### src/rtl/if_id_stage_if.sv
// rtl/if_id_stage_if.sv - instruction memory fetch bus between the fetch stage and imem
//
// Purpose: bundles the instruction-memory request/response signals.
// Signals:
//   imem_req   - fetch request this cycle (stage -> memory)
//   imem_addr  - fetch address, word aligned (stage -> memory)
//   imem_rdata - instruction word, valid one cycle after an accepted request (memory -> stage)
// Modports: master = fetch stage side, slave = instruction memory side.

interface if_id_stage_if;
   logic        imem_req;
   logic [31:0] imem_addr;
   logic [31:0] imem_rdata;

   modport master (
      output imem_req,
      output imem_addr,
      input  imem_rdata
   );

   modport slave (
      input  imem_req,
      input  imem_addr,
      output imem_rdata
   );
endinterface

### src/rtl/if_id_stage.sv
// rtl/if_id_stage.sv - instruction fetch stage with IF/ID pipeline register
//
// Purpose: generates the PC, fetches from a one-cycle-latency instruction
// memory, and presents the fetched instruction to decode. Stalls freeze the
// PC and IF/ID; an instruction returning from memory during a stall is parked
// in a hold buffer so nothing is lost or duplicated. Flush redirects the PC.
// Ports:
//   clk          - clock, rising edge
//   reset_n      - synchronous reset, active high (1 = reset)
//   stall        - freeze PC and IF/ID
//   flush        - redirect to redirect_pc (priority over stall)
//   redirect_pc  - redirect target, low two bits ignored
//   imem         - fetch bus (master side)
//   ins_ifid     - IF/ID instruction (NOP_INS when not valid)
//   pc_ifid      - PC of ins_ifid
//   valid_ifid   - ins_ifid is a real fetched instruction
//   opcode_ifid, func3_ifid, func7_ifid - decoded fields of ins_ifid

module if_id_stage #(
   parameter logic [31:0] RESET_PC = 32'h0000_0000,
   parameter logic [31:0] NOP_INS  = 32'h0000_0013
) (
   input  logic                 clk,
   input  logic                 reset_n,
   input  logic                 stall,
   input  logic                 flush,
   input  logic [31:0]          redirect_pc,
   if_id_stage_if.master        imem,
   output logic [31:0]          ins_ifid,
   output logic [31:0]          pc_ifid,
   output logic                 valid_ifid,
   output logic [6:0]           opcode_ifid,
   output logic [2:0]           func3_ifid,
   output logic                 func7_ifid
);

   logic [31:0] pc;
   logic        inflight_valid;
   logic [31:0] inflight_pc;
   logic        hold_valid;
   logic [31:0] hold_ins;
   logic [31:0] hold_pc;

   assign imem.imem_req  = ~reset_n & ~flush & ~stall;
   assign imem.imem_addr = pc;

   assign opcode_ifid = ins_ifid[6:0];
   assign func3_ifid  = ins_ifid[14:12];
   assign func7_ifid  = ins_ifid[30];

   always_ff @(posedge clk) begin
      if (reset_n) begin
         pc             <= RESET_PC;
         inflight_valid <= 1'b0;
         inflight_pc    <= 32'h0;
         hold_valid     <= 1'b0;
         hold_ins       <= NOP_INS;
         hold_pc        <= 32'h0;
         ins_ifid       <= NOP_INS;
         pc_ifid        <= 32'h0;
         valid_ifid     <= 1'b0;
      end else if (flush) begin
         // Whatever is in flight or held belongs to the wrong path.
         pc             <= redirect_pc & 32'hFFFF_FFFC;
         inflight_valid <= 1'b0;
         hold_valid     <= 1'b0;
         valid_ifid     <= 1'b0;
         ins_ifid       <= NOP_INS;
      end else if (stall) begin
         // No request goes out this cycle, so at most one word can arrive
         // during a stall; park it until decode moves again.
         if (inflight_valid) begin
            hold_valid <= 1'b1;
            hold_ins   <= imem.imem_rdata;
            hold_pc    <= inflight_pc;
         end
         inflight_valid <= 1'b0;
      end else begin
         pc             <= pc + 32'd4;
         inflight_valid <= 1'b1;
         inflight_pc    <= pc;
         hold_valid     <= 1'b0;
         // A held word is older than anything in flight, and a held word
         // implies nothing is in flight (cleared during the stall).
         if (hold_valid) begin
            ins_ifid   <= hold_ins;
            pc_ifid    <= hold_pc;
            valid_ifid <= 1'b1;
         end else begin
            ins_ifid   <= inflight_valid ? imem.imem_rdata : NOP_INS;
            pc_ifid    <= inflight_pc;
            valid_ifid <= inflight_valid;
         end
      end
   end

endmodule

### src/flat_wrapper.sv
// flat-port wrapper written by rule: the top's interface ports become plain ports
module if_id_stage_flat 
#(
   parameter logic [31:0] RESET_PC = 32'h0000_0000,
   parameter logic [31:0] NOP_INS  = 32'h0000_0013
)
  (clk, reset_n, stall, flush, redirect_pc, ins_ifid, pc_ifid, valid_ifid, opcode_ifid, func3_ifid, func7_ifid, imem_imem_req, imem_imem_addr, imem_imem_rdata);
  if_id_stage_if imem_i ();
  input  logic clk;
  input  logic reset_n;
  input  logic stall;
  input  logic flush;
  input  logic [31:0] redirect_pc;
  output logic [31:0] ins_ifid;
  output logic [31:0] pc_ifid;
  output logic valid_ifid;
  output logic [6:0] opcode_ifid;
  output logic [2:0] func3_ifid;
  output logic func7_ifid;
  output wire logic [$bits(imem_i.imem_req)-1:0] imem_imem_req;
  output wire logic [$bits(imem_i.imem_addr)-1:0] imem_imem_addr;
  input wire logic [$bits(imem_i.imem_rdata)-1:0] imem_imem_rdata;
  assign imem_imem_req = imem_i.imem_req;
  assign imem_imem_addr = imem_i.imem_addr;
  assign imem_i.imem_rdata = imem_imem_rdata;
  if_id_stage #(.RESET_PC(RESET_PC), .NOP_INS(NOP_INS)) u_core (.clk(clk), .reset_n(reset_n), .stall(stall), .flush(flush), .redirect_pc(redirect_pc), .imem(imem_i), .ins_ifid(ins_ifid), .pc_ifid(pc_ifid), .valid_ifid(valid_ifid), .opcode_ifid(opcode_ifid), .func3_ifid(func3_ifid), .func7_ifid(func7_ifid));
endmodule
### config.mk
export PLATFORM = sky130hd
export DESIGN_NAME = if_id_stage_flat
export DESIGN_NICKNAME = d
export VERILOG_FILES = /design/src/rtl/if_id_stage_if.sv /design/src/rtl/if_id_stage.sv /design/src/flat_wrapper.sv
export SDC_FILE = /design/constraint.sdc
export NUM_CORES = 1
export LEC_CHECK = 0
export CAP_MARGIN = 20
export CORE_ASPECT_RATIO = 1.75
export CORE_MARGIN = 2
export CORE_UTILIZATION = 45
export DETAILED_ROUTE_END_ITERATION = 6
export GPL_ROUTABILITY_DRIVEN = 0
export GPL_TIMING_DRIVEN = 1
export PLACE_DENSITY_LB_ADDON = 0.1
export SYNTH_ARGS = -nofsm -noshare
export SYNTH_HDL_FRONTEND = slang
export SYNTH_SLANG_ARGS = --single-unit
### constraint.sdc
create_clock -name clk -period 5.19 [get_ports clk]
set_input_delay 0.7785 -clock clk [delete_from_list [all_inputs] [get_ports clk]]
set_output_delay 0.7785 -clock clk [all_outputs]
set_load 0.05 [all_outputs]
; Word-level counts from Yosys, hierarchy flattened
; Index checks and enable logic that the tools add are counted.
[totals]
register_bits = 195
input_bits = 68
out_inout_bits = 109
elab_cells = 28
[op_classes]
add_sub_neg = 1
n_eq_ne = 1
mux = 7
bitwise = 5
n_reduce_logical = 4
[ops]
columns = cell, count
row1 = two-way mux 32 bit, 5
row2 = adder 32 x 3 -> 32 bit (second input constant), 1
row3 = NOT 1 bit, 3
row4 = AND reduction 3 bit, 1
row5 = OR reduction 3 bit, 1
row6 = AND 1 bit, 2
row7 = two-way mux 1 bit, 2
row8 = inequality test 2 x 1 -> 1 bit (second input constant), 1
row9 = AND reduction 2 bit, 1
row10 = OR reduction 2 bit, 1

; Longest topological paths before layout
; Gate-level depths: netlist of run 1.
[logic_depth]
ltp_word = 3
ltp_mapped = 7
mapped_depth_nobuf = 5

; Least setup slack after synthesis of run 1
; Ideal clock, no wire load.
[synth_timing]
path_type = input port to output port
from = input stall
to = output imem_imem_req
t_arrival_ns = 2.079
required_time_ns = 4.411
path_slack_ns = 2.333
stages = 4
n_path_buf = 2
path_cell_list = or2_2 clkbuf_1 clkbuf_1 nor2_1
[synth_via]
elab_chain_cells = 2
[synth_rtl]
columns = element, line
row1 = from (decl), flat_wrapper.sv:11  ; input logic stall;
row2 = NOT 1 bit (no source line), --
row3 = AND 1 bit, if_id_stage.sv:44  ; assign imem.imem_req = ~reset_n & ~flush & ~stall;
row4 = to (decl), flat_wrapper.sv:20  ; output wire logic [$bits(imem_i.imem_req)-1:0] imem_imem_req;
; Every way passes these cells.

; Worst setup path in the final report of run 1
[layout_timing]
from = input flush
to = output imem_imem_req
[layout_via]
elab_chain_cells = 3
[layout_rtl]
columns = element, line
row1 = from (decl), flat_wrapper.sv:12  ; input logic flush;
row2 = NOT 1 bit (no source line), --
row3 = AND 1 bit (2 in series), if_id_stage.sv:44
; Every way passes these cells.

==> run summary, run 1 <==
The flow ran to the end, and the final reports show no timing, DRC or antenna violations. Sequential elements use 47.4% of the synthesized area. The first routing iteration left 315 violations.

The proportion of register bits with asynchronous set or reset after synthesis came out at 0%. In this run the cell area of the synthesized design comes to 7890 um2. Combinational cells account for 13.2% of the total power. TritonCTS created 17 clock buffers. The cell depth of the worst min-delay path was 2. At the pin with the least slew margin, the transition time is 1050 ps.

Yosys printed 0 warnings. For the floorplan core area, the log shows 17,400 um2. The maximum net fanout on the critical path works out to 14. The number of max-slew violations in the final report is 0. After clock tree synthesis, the clock-pin slew on the worst setup and hold paths is 70 ps. The run gives 187 as the total number of clock tree sinks.

The logs give 979 for the gate count after technology mapping and 0 for the remaining antenna violation count. In this run the vertical extent of the chip is 179 um. Adding up every negative setup slack in the final design gives 0 ps. Traced cell by cell, the critical path runs through clkdlybuf4s50_1 > or2_2 > nor2_1 > clkdlybuf4s50_1. After synthesis the netlist holds a flip-flop and latch count of 187. The floorplan has 64 rows.

Port buffering added 170 buffers. A synthesized cell averages 8.06 um2. Timing would allow up to 272 MHz.

In this design, the stage delay of the slowest critical-path cell is 850 ps. Most used flip-flop cell after synthesis: dfxtp_1. For this run, the post-layout net count is 1,157. The category of the critical setup timing path was primary input to output port. The synthesized design contains 0 enable-type register cells.

The routed design has 21.5 mm of wire. The post-detailed-route DRC marker count was 0; the effective utilization at floorplan was 45.4%. Top-level port count: 177. For the maximum count of clock buffers along a single path, the log shows 2. Relative to the synthesized area, the layout overhead comes to 28.3%. After filler insertion, the fill cell instance count of the layout stands at 1,668.

Net switching is 28.6% of the power. The tool flagged a number of max-cap violations equal to 0. The maximum VDD drop was 0.000227 V; the wire length of the first global-routing pass was 34.5 mm. The half-perimeter wire length after placement came out at 13.7 mm.

For the number of global-route vias before repair, the log shows 6,776. Setup repair after global routing left no endpoint under its margin. Entering global routing, the biggest net connects 90 pins. The tightest hold path in the finished design has a slack of 455 ps.

For the unique cell type count in the Yosys netlist, the log shows 52. Final number of hold-violating endpoints: 0. The cell leakage power came out at 0.00324 uW.

Data required time at the worst endpoint: 4410 ps. TritonCTS built the clock tree. CTS placed an instance of clkbuf_16 at the clock tree root. The logs give 7,183 for the total vias in the final route and 30.1% for the headroom to the max-slew limit. In this run the power density over the cells is 313 nW/um2. The clock period minus final worst setup slack is 3670 ps, and the sequential share of power is 48.3%.

Data arrives at the worst endpoint at 2890 ps. The clock share of power is 38.6%, and the net switching power is 907 uW. The internal power is 2260 uW.

The category of the worst setup path capture point was an output port. The number of instances resized during post-cts repair is 0, and the remaining global-route overflow is 0. The floorplan step defined a die boundary enclosing 18,700 um2. Among all stages on the critical path, the largest delay is contributed by clkdlybuf4s50_1. The worst setup skew after layout is 12.1 ps. At the later pin of the worst-skew pair, clock insertion delay measures 430 ps. The number of failing setup endpoints in the final timing report came out at 0.

Buffers inserted to repair hold after CTS numbered 0. Dividing the detail-routed wire length by the instance count gives 16.1 um. STA classifies the critical path startpoint as a primary input. Of the cells placed in the final design, the portion with a size suffix greater than 1 is 4.91%. By instance count, the cell type seen most on the critical path is clkdlybuf4s50_1. The post-route fraction of the period consumed by the critical path was 70.7%.

The depth of the worst register-to-register path was 4. The total setup buffers inserted after CTS was 0; the final antenna diode count was 0. The path type of the worst min-delay path was flip-flop to flip-flop.

CTS built an H-tree with a depth of 4. In this run the horizontal extent of the chip is 104 um. The all-layer global routing usage is 22.9%, and the initial antenna violation count is 0. The number of search-and-repair iterations in the first detailed-routing pass is 5, and the detail-routed via count per cell is 5.40.
-- flip-flops by register name (all words and copies together) (netlist names) --
name                   flops
u_core.inflight_valid      1
u_core.hold_valid          1
u_core.imem.imem_addr     30
u_core.hold_ins           32
u_core.ins_ifid           32
u_core.pc_ifid            30
u_core.valid_ifid          1
u_core.hold_pc            30
u_core.inflight_pc        30
-- cell usage after synthesis (all sizes together) (12+ instances only) --
| library cell | count | area [um2] |
|---|---|---|
| nor3 | 20 | 100 |
| clkbuf | 71 | 267 |
| a21oi | 132 | 661 |
| nand2 | 231 | 867 |
| nand3 | 13 | 77.6 |
| a211oi | 40 | 300 |
| dfxtp | 187 | 3740 |
| mux2i | 31 | 310 |
| a221oi | 12 | 105 |
| nand4 | 12 | 75.1 |
| nor2b | 15 | 93.8 |
| nand3b | 18 | 135 |
| buf | 22 | 140 |
| nor2 | 70 | 263 |
-- cell families (layout without fill, tap and decap cells) --
kind of cell	after synthesis	in the layout	share of synthesized area, %
xor+xnor	7	7	0.777
buf+inv	103	221	5.63
simple gates	423	423	24.5
flops	187	187	47.4
compound gates	226	226	17.6
fa+ha+maj	1	1	0.158
mux	31	31	3.93
other cells	1	4	0.0475
-- final cells by class --
cell class	count	area [um2]	area share, %
clock buffers	19	433	4.27
clock inverters	12	114	1.12
inverters	10	37.5	0.371
multi-input cells	692	3730	36.8
flip-flops and latches	187	3750	37.0
well taps	231	289	2.85
repair buffers	180	1780	17.6
-- metal layers --
layer  track usage, %  wire length [um]  vias to the layer above
met4             7.88               349                        0
met1             26.5              8840                     3368
met3             3.82               977                       24
met5                0                 0                        -
li1                 -                 -                     3594
met2             42.7             11300                      197
-- cells in the final DEF (no fill, tap or decap), types with 3 or more instances in the layout --
cell             netlist  routed
a2111oi_0              3       3
a211oi_1              40      40
a21oi_1              132     132
a221oi_1              12      12
a311o_1                3       3
a31oi_1                7       7
and4_1                 6       6
buf_4                 15       9
clkbuf_16              0      17
clkdlybuf4s50_1        0     168
clkinvlp_4             0       5
conb_1                 1       4
dfxtp_1              187     186
inv_1                  8       8
inv_8                  0       3
mux2i_1               31      31
nand2_1              231     231
nand3_1               12      11
nand3b_1              18      18
nand4_1               12      12
nor2_1                70      69
nor2b_1               15      15
nor3_1                20      20
nor4_1                10      10
o211ai_1              10      10
o21ai_0                5       5
o22ai_1                3       3
or2_2                  4       4
or3_1                  7       7
xnor2_1                5       5
-- worst max-delay path, delay by kind of cell --
family        cells  cell delay (ps)
buf+inv           2             1570
simple gates      2              530
-- power groups by stage --
stage	Clock [uW]	Combinational [uW]	Sequential, uW
global route	1310	446	1540
global placement	0	419	1560
floorplan	0	155	1660
finish	1220	418	1530
CTS	1250	422	1530
detailed placement	0	420	1560
-- final timing paths --
path,start,slack (ps),end
worst min register to register,u_core.hold_pc[15],450,u_core.hold_pc[15]
worst max register to register,u_core.inflight_valid,2590,u_core.hold_pc[4]
worst min-delay path,u_core.hold_pc[15],450,u_core.hold_pc[15]
worst max-delay path,flush,1520,imem_imem_req
-- stage by stage --
stage | total power, uW | cell area (um2) | std cells | worst slack (ps) | util, %
CTS | 3200 | 10100 | 1330 | 1460 | 58.3
global route | 3290 | 10100 | 1331 | 1410 | 58.3
detailed placement | 1980 | 9580 | 1299 | 1320 | 55.1
global placement | 1980 | 9580 | 1299 | 1340 | 55.1
floorplan | 1820 | 7910 | 982 | 2330 | -
finish | 3170 | 10100 | 1331 | 1520 | 58.3
No activity file was read; power rests on OpenSTA's default activity.
==> inputs of run 2 (changes only) <==
==> constraint.sdc (replaced) <==
create_clock -name clk -period 2.95 [get_ports clk]
set_input_delay 0.4425 -clock clk [delete_from_list [all_inputs] [get_ports clk]]
set_output_delay 0.4425 -clock clk [all_outputs]
set_load 0.05 [all_outputs]
==> run 2 against run 1 <==
Global-route usage hardly changed. Clock-buffer cell count down 2. Die area unchanged. Clock skew shrank 2.4 ps. Cell area grew 1.5%. Sequential power increased by 76%. Wire length decreased by 1.2%. Non-clock buffer count up 12.
==> run summary, run 2 (synthesis results as in run 1) <==
The worst hold path endpoint was u_core.hold_pc[3]. Startpoint of the worst hold path: u_core.hold_pc[3]. The number of buffer and inverter stages on the critical path was 1 (-1). The tools report the floorplan core area as 17,400 um2 (unchanged). The logs give 800 ps (-1790 ps) for the worst setup slack for register-to-register paths and 2510 ps (-1900 ps) for the data required time at the worst endpoint. The logs give 17 (unchanged) for the number of CTS-inserted buffers and 0.000331 V (+46%) for the maximum VDD drop. The flow ran to the end, and the final reports show no timing, DRC or antenna violations. For the worst setup skew after layout, the log shows 9.65 ps (-2.44 ps).

The tools report the worst flop-to-flop path endpoint as u_core.imem.imem_addr[17]. The tools report the total setup buffers inserted after CTS as 0 (unchanged). Kind of cell with the highest combined delay on the critical path: buffers and inverters. The highest cell delay on the worst timing path works out to 880 ps (+30 ps).

The logs give 0 (unchanged) for the remaining antenna violation count and 0 (unchanged) for the max-cap violation count. The deepest level of the CTS H-tree is 4 (unchanged). TritonCTS built the clock tree. The top-level port count was 177 (unchanged). The maximum clock rate is 433 MHz. In the layout the commonest cells are 231 x nand2_1, 186 x dfxtp_1, 167 x clkdlybuf4s50_1, 132 x a21oi_1, 69 x nor2_1. The number of standard-cell rows in the floorplan is 64 (unchanged). The cell depth of the worst min-delay path is 2 (unchanged), and the cell leakage power is 0.00334 uW (+2.9%). Number of I/O port buffers: 170 (unchanged). Setup repair after global routing left no endpoint under its margin. Leaving out fill and tap cells, the most frequent cell in the layout is nand2_1. The tightest hold margin is 454 ps (-0.724 ps), and the post-route fraction of the period consumed by the critical path is 78.3%. The tools report the data arrival time of the worst path as 1870 ps (-1020 ps). The total detailed-routing wirelength was 21.2 mm (-1.2%); the worst-margin pin slew was 949 ps (-97.5 ps). The clock transition time at the flip-flop clock pins of the worst setup and hold paths is 70 ps (about the same), and the depth of the worst register-to-register path is 4 (unchanged). The run gives 45.4% (unchanged) as the effective utilization at floorplan.

The category of the worst setup path capture point was an output port. The cell sitting at the root of the clock tree is a clkbuf_16. The run gives 0 (unchanged) as the number of failing setup endpoints in the final timing report. The final-layout setup total negative slack is 0 ps (unchanged), and the maximum number of pins on one net before global-route repair is 82 (-8.9%).

Remaining global-route overflow: 0 (unchanged). The headroom to the max-slew limit was 36.6% (+6.5 points). The number of nets in the final layout was 1,169 (+1.0%).

The maximum net fanout on the critical path is 10 (-4), and the power per cell area is 563 nW/um2 (+80%). The fraction of layout cells with a size suffix above 1 came out at 6.29% (+1.4 points). The horizontal die dimension works out to 104 um (unchanged). The run gives 0 (unchanged) as the number of instances resized during post-cts repair.

The tools report the total number of clock tree sinks as 187 (unchanged). Detail-routed via count per cell: 5.38 (-0.37%). The final number of hold-violating endpoints is 0 (unchanged), and the post-detailed-route wirelength per cell is 15.8 um (-2.1%).

The clock period could shrink to 2310 ps. Number of max-slew violations in the final report: 0 (unchanged). For the all-layer global routing usage, the log shows 22.9% (about the same). For the iteration-0 DRC count of the detailed router, the log shows 277 (-12%). Path type of the worst min-delay path: flip-flop to flip-flop. The tools report the later-pin clock latency in the skew report as 440 ps (about the same). The final antenna diode count is 0 (unchanged). Total vias in the final route: 7,226 (+0.60%). The worst setup path is launched from a flip-flop. The tools report the post-detailed-route DRC marker count as 0 (unchanged). The tools report the start of the worst register-to-register path as u_core.imem.imem_addr[6]. The count of hold-fix buffers inserted at cts was 0 (unchanged). Traced cell by cell, the critical path runs through clkdlybuf4s50_1. The overall die area was 18,700 um2 (unchanged). Chip height: 179 um (unchanged). The most critical setup path has its startpoint at u_core.imem.imem_addr[24]. The tools report the half-perimeter wire length after placement as 13.9 mm (+1.1%). The worst setup path is of the flip-flop to output port kind.

The initial antenna violation count came out at 0 (unchanged). The number of search-and-repair iterations in the first detailed-routing pass was 5 (unchanged). The largest individual stage delay along the critical path comes from the cell clkdlybuf4s50_1. The layout-stage area growth over the synthesis result is 30.2%. The wire length of the first global-routing pass is 34.3 mm (-0.46%). The number of global-route vias before repair is 6,715 (-0.90%). Maximum count of clock buffers along a single path: 2 (unchanged). In the final layout, the registers with the most flip-flops are u_core.hold_ins x32, u_core.ins_ifid x32.
-- run 2: changes by cell type in the layout (fill, tap and decap cells not counted), moves of 2 or more --
cell,before,now
buf_4,9,23
bufinv_16,0,2
clkbuf_1,2,0
inv_6,2,4
-- run 2: report_power, final --
part / internal [uW] / switching, uW
Sequential: 2600 / 87.6
Clock: 1280 / 1070
Combinational: 277 / 467
-- run 2: cell type report --
type	count	area (um2)
clock buffer	17	425
clock inverter	15	179
fill	1658	7100
inverter	10	37.5
multi-input combinational	692	3730
sequential	187	3750
tap	231	289
timing repair buffer	192	1870
-- run 2: how the worst max path moves through the flow --
stage | to | slack (ps) | cells past startpoint
5_1_grt | imem_imem_req | 560 | 5
3_5_place_dp | u_core.hold_ins[14] | 460 | 7
3_3_place_gp | u_core.hold_ins[14] | 470 | 7
6_report | imem_imem_addr[24] | 640 | 1
4_1_cts | imem_imem_req | 620 | 5
2_1_floorplan | u_core.imem.imem_addr[31] | 610 | 5
-- run 2: through the flow --
stage	instance area, um2	cells	worst slack [ps]	utilization, %	total power [uW]
after floorplan	7910	982	607	-	3190
after global routing	10300	1344	558	59.2	6000
after CTS	10300	1344	619	59.2	5840
after detailed placement	9670	1312	457	55.7	3490
after global placement	9670	1312	470	55.7	3490
final	10300	1344	642	59.2	5790
-- run 2: routing by layer --
layer / wire length [um] / GRT usage, %
met3: 864 / 4.07
met2: 11100 / 41.9
met1: 8870 / 26.8
met5: 0 / 0
met4: 398 / 8.05
==> inputs of run 3 (changes only) <==
==> constraint.sdc (replaced) <==
create_clock -name clk -period 2.3 [get_ports clk]
set_input_delay 0.345 -clock clk [delete_from_list [all_inputs] [get_ports clk]]
set_output_delay 0.345 -clock clk [all_outputs]
set_load 0.05 [all_outputs]
==> run 3 against run 2 <==
Wire length rose by 2.4%. First-iteration DRC count rose by 25%. Critical path depth did not move. Die area did not move. Cell area rose by 1.5%. Non-clock buffer count rose by 16. Clock skew rose by 3.6 ps. Sequential cell count did not move. Critical path type unchanged.
==> run summary, run 3 (synthesis results as in run 1) <==
The maximum number of pins on one net before global-route repair is 70 (-15%). For the total number of clock tree sinks, the log shows 187 (unchanged). The combinational share of power was 13.8% (+1.0 points). For the post-detailed-route DRC marker count, the log shows 0 (unchanged). In the layout the commonest cells are 231 x nand2_1, 184 x dfxtp_1, 167 x clkdlybuf4s50_1, 132 x a21oi_1, 69 x nor2_1.

The cell total after placement is 1,328 (+1.2%), and the later-pin clock latency in the skew report is 420 ps (-20 ps). The net switching power came out at 2030 uW (+25%). The tools report the number of instances resized during post-cts repair as 0 (unchanged).

The flow ran to the end, and the final reports show no timing, DRC or antenna violations. The highest cell delay on the worst timing path is 900 ps (+20 ps). The number of failing setup endpoints in the final timing report was 0 (unchanged). For the number of CTS-inserted buffers, the log shows 17 (unchanged). The tree is rooted in a clkbuf_16. The effective utilization at floorplan came out at 45.4% (unchanged). Fraction of layout cells with a size suffix above 1: 7.54% (+1.3 points). The critical path in this run is classified as flip-flop to output port. The number of I/O port buffers is 170 (unchanged). The number of standard cells in the layout, taps in and fillers out came out at 1,358 (+1.0%). The total vias in the final route is 7,259 (+0.46%), and the final number of hold-violating endpoints is 0 (unchanged). The worst setup path is captured at an output port.

The initial antenna violation count is 0 (unchanged). For the data required time at the worst endpoint, the log shows 1960 ps (-550 ps). The library cell used most frequently in the layout, excluding fill and tap cells, is nand2_1. The total detailed-routing wirelength is 21.7 mm (+2.4%). Remaining global-route overflow: 0 (unchanged). The cell leakage power was 0.00342 uW (+2.6%); the power per cell area was 694 nW/um2 (+23%). The critical path goes through clkdlybuf4s50_1. The tools report the sum of internal, switching and leakage power as 7230 uW (+25%).

Clock share of power: 38.8% (-1.9 points). The max-cap violation count was 0 (unchanged); the top-level port count was 177 (unchanged). The worst-margin pin slew is 668 ps (-281 ps). Among cell families on the critical path, the largest total delay comes from buffers and inverters. The wire length of the first global-routing pass came out at 34.8 mm (+1.4%).

The final-layout setup total negative slack was 0 ps (unchanged); the final antenna diode count was 0 (unchanged). The logs give 1,600 (-3.5%) for the number of filler instances in the final layout and 14.4 mm (+3.9%) for the half-perimeter wire length after placement. The number of standard-cell rows in the floorplan was 64 (unchanged). The worst hold path belongs to the class primary input to flip-flop. The number of stages on the worst setup path works out to 1 (unchanged). TritonCTS built the clock tree. STA classifies the critical path startpoint as a flip-flop.

The data arrival time of the worst path was 1880 ps (about the same). The logs give 13.2 ps (+3.56 ps) for the worst setup skew after layout and 2 (unchanged) for the maximum count of clock buffers along a single path. The number of buffer and inverter stages on the critical path is 1 (unchanged), and the sequential share of power is 47.4% (+1.0 points). The final instance area was 10,400 um2 (+1.5%). The run gives 0 (unchanged) as the number of max-slew violations in the final report.

The worst setup slack before clock tree synthesis was 27.9 ps (-430 ps). The overall die area came out at 18,700 um2 (unchanged). Setup repair after global routing left no endpoint under its margin. For the floorplan core area, the log shows 17,400 um2 (unchanged).

The largest registers in the layout are u_core.hold_ins x32, u_core.ins_ifid x32. The maximum VDD drop is 0.000451 V (+36%), and the all-layer global routing usage is 23.3% (+0.33 points). Based on the critical path, the design can be clocked at up to 449 MHz. The number of search-and-repair iterations in the first detailed-routing pass was 5 (unchanged). The total setup buffers inserted after CTS is 0 (unchanged), and the horizontal die dimension is 104 um (unchanged).

The remaining antenna violation count was 0 (unchanged). The chip height was 179 um (unchanged). The run gives 5210 uW (+25%) as the internal power.

The fraction of power spent switching nets works out to 28.0% (-0.11 points). The headroom to the max-slew limit was 55.5% (+19 points). The clock period minus final worst setup slack was 2230 ps; the number of global-route vias before repair was 6,799 (+1.3%). The post-detailed-route wirelength per cell is 16.0 um (+1.3%), and the depth of the worst register-to-register path is 4 (unchanged). The tools report the iteration-0 DRC count of the detailed router as 347 (+25%). The placed cell area is 9880 um2 (+2.2%). The post-route fraction of the period consumed by the critical path was 96.8%.

On the critical path, the stage with the largest delay is an instance of clkdlybuf4s50_1. The final critical-path setup slack was 72.7 ps (-569 ps). The clock transition time at the flip-flop clock pins of the worst setup and hold paths came out at 70 ps (about the same). The detail-routed via count per cell is 5.35 (-0.58%).

Compared with the post-synthesis result, the final layout area differs by 32.1%. Deepest level of the CTS H-tree: 4 (unchanged). Cell depth of the worst min-delay path: 2 (unchanged). The run gives 1,185 (+1.4%) as the number of nets in the final layout. The maximum net fanout on the critical path works out to 9 (-1). The count of hold-fix buffers inserted at cts is 0 (unchanged).
[run 3: cell count changes in the layout (fill, tap and decap cells not counted), sizes merged]
cell	change
buf	+16
inv	-5
clkinv	+4
bufinv	-1
clkbuf	+1
clkinvlp	-1
[run 3: cell type report]
class,instances,area (um2),area share (%)
Inverter,10,37.5,0.360
Sequential cell,187,3750,35.9
Clock buffer,18,429,4.11
Clock inverter,12,118,1.13
Multi-Input combinational cell,692,3730,35.8
Tap cell,231,289,2.77
Timing Repair Buffer,208,2080,19.9
[run 3: metrics by stage]
stage | hold WS (ps) | utilization [%]
after detailed placement | 446 | 56.9
after global routing | 289 | 60.0
final | 304 | 60.0
after global placement | 441 | 56.9
after floorplan | 436 | -
after CTS | 287 | 60.0
[run 3: metal layers]
layer / global-route usage [%] / wire length, um / vias to the layer above
met5: 0 / 0 / -
li1: - / - / 3644
met4: 7.09 / 274 / 0
met3: 3.74 / 724 / 16
met1: 27.5 / 9080 / 3441
met2: 43.0 / 11600 / 158
[run 3: power groups by stage]
| stage | logic (uW) | clock network [uW] | registers, uW |
|---|---|---|---|
| after floorplan | 349 | 0 | 3750 |
| after global placement | 1000 | 0 | 3500 |
| after detailed placement | 1000 | 0 | 3510 |
| after CTS | 1010 | 2860 | 3430 |
| after global routing | 1060 | 2990 | 3450 |
| final | 998 | 2810 | 3430 |
[run 3: final timing paths]
path,start,endpoint,slack [ps]
worst max-delay path,u_core.imem.imem_addr[19],imem_imem_addr[19],70
worst min-delay path,reset_n,u_core.inflight_pc[21],300
worst max register to register,u_core.imem.imem_addr[7],u_core.imem.imem_addr[17],280
worst min register to register,u_core.hold_pc[12],u_core.hold_pc[12],450
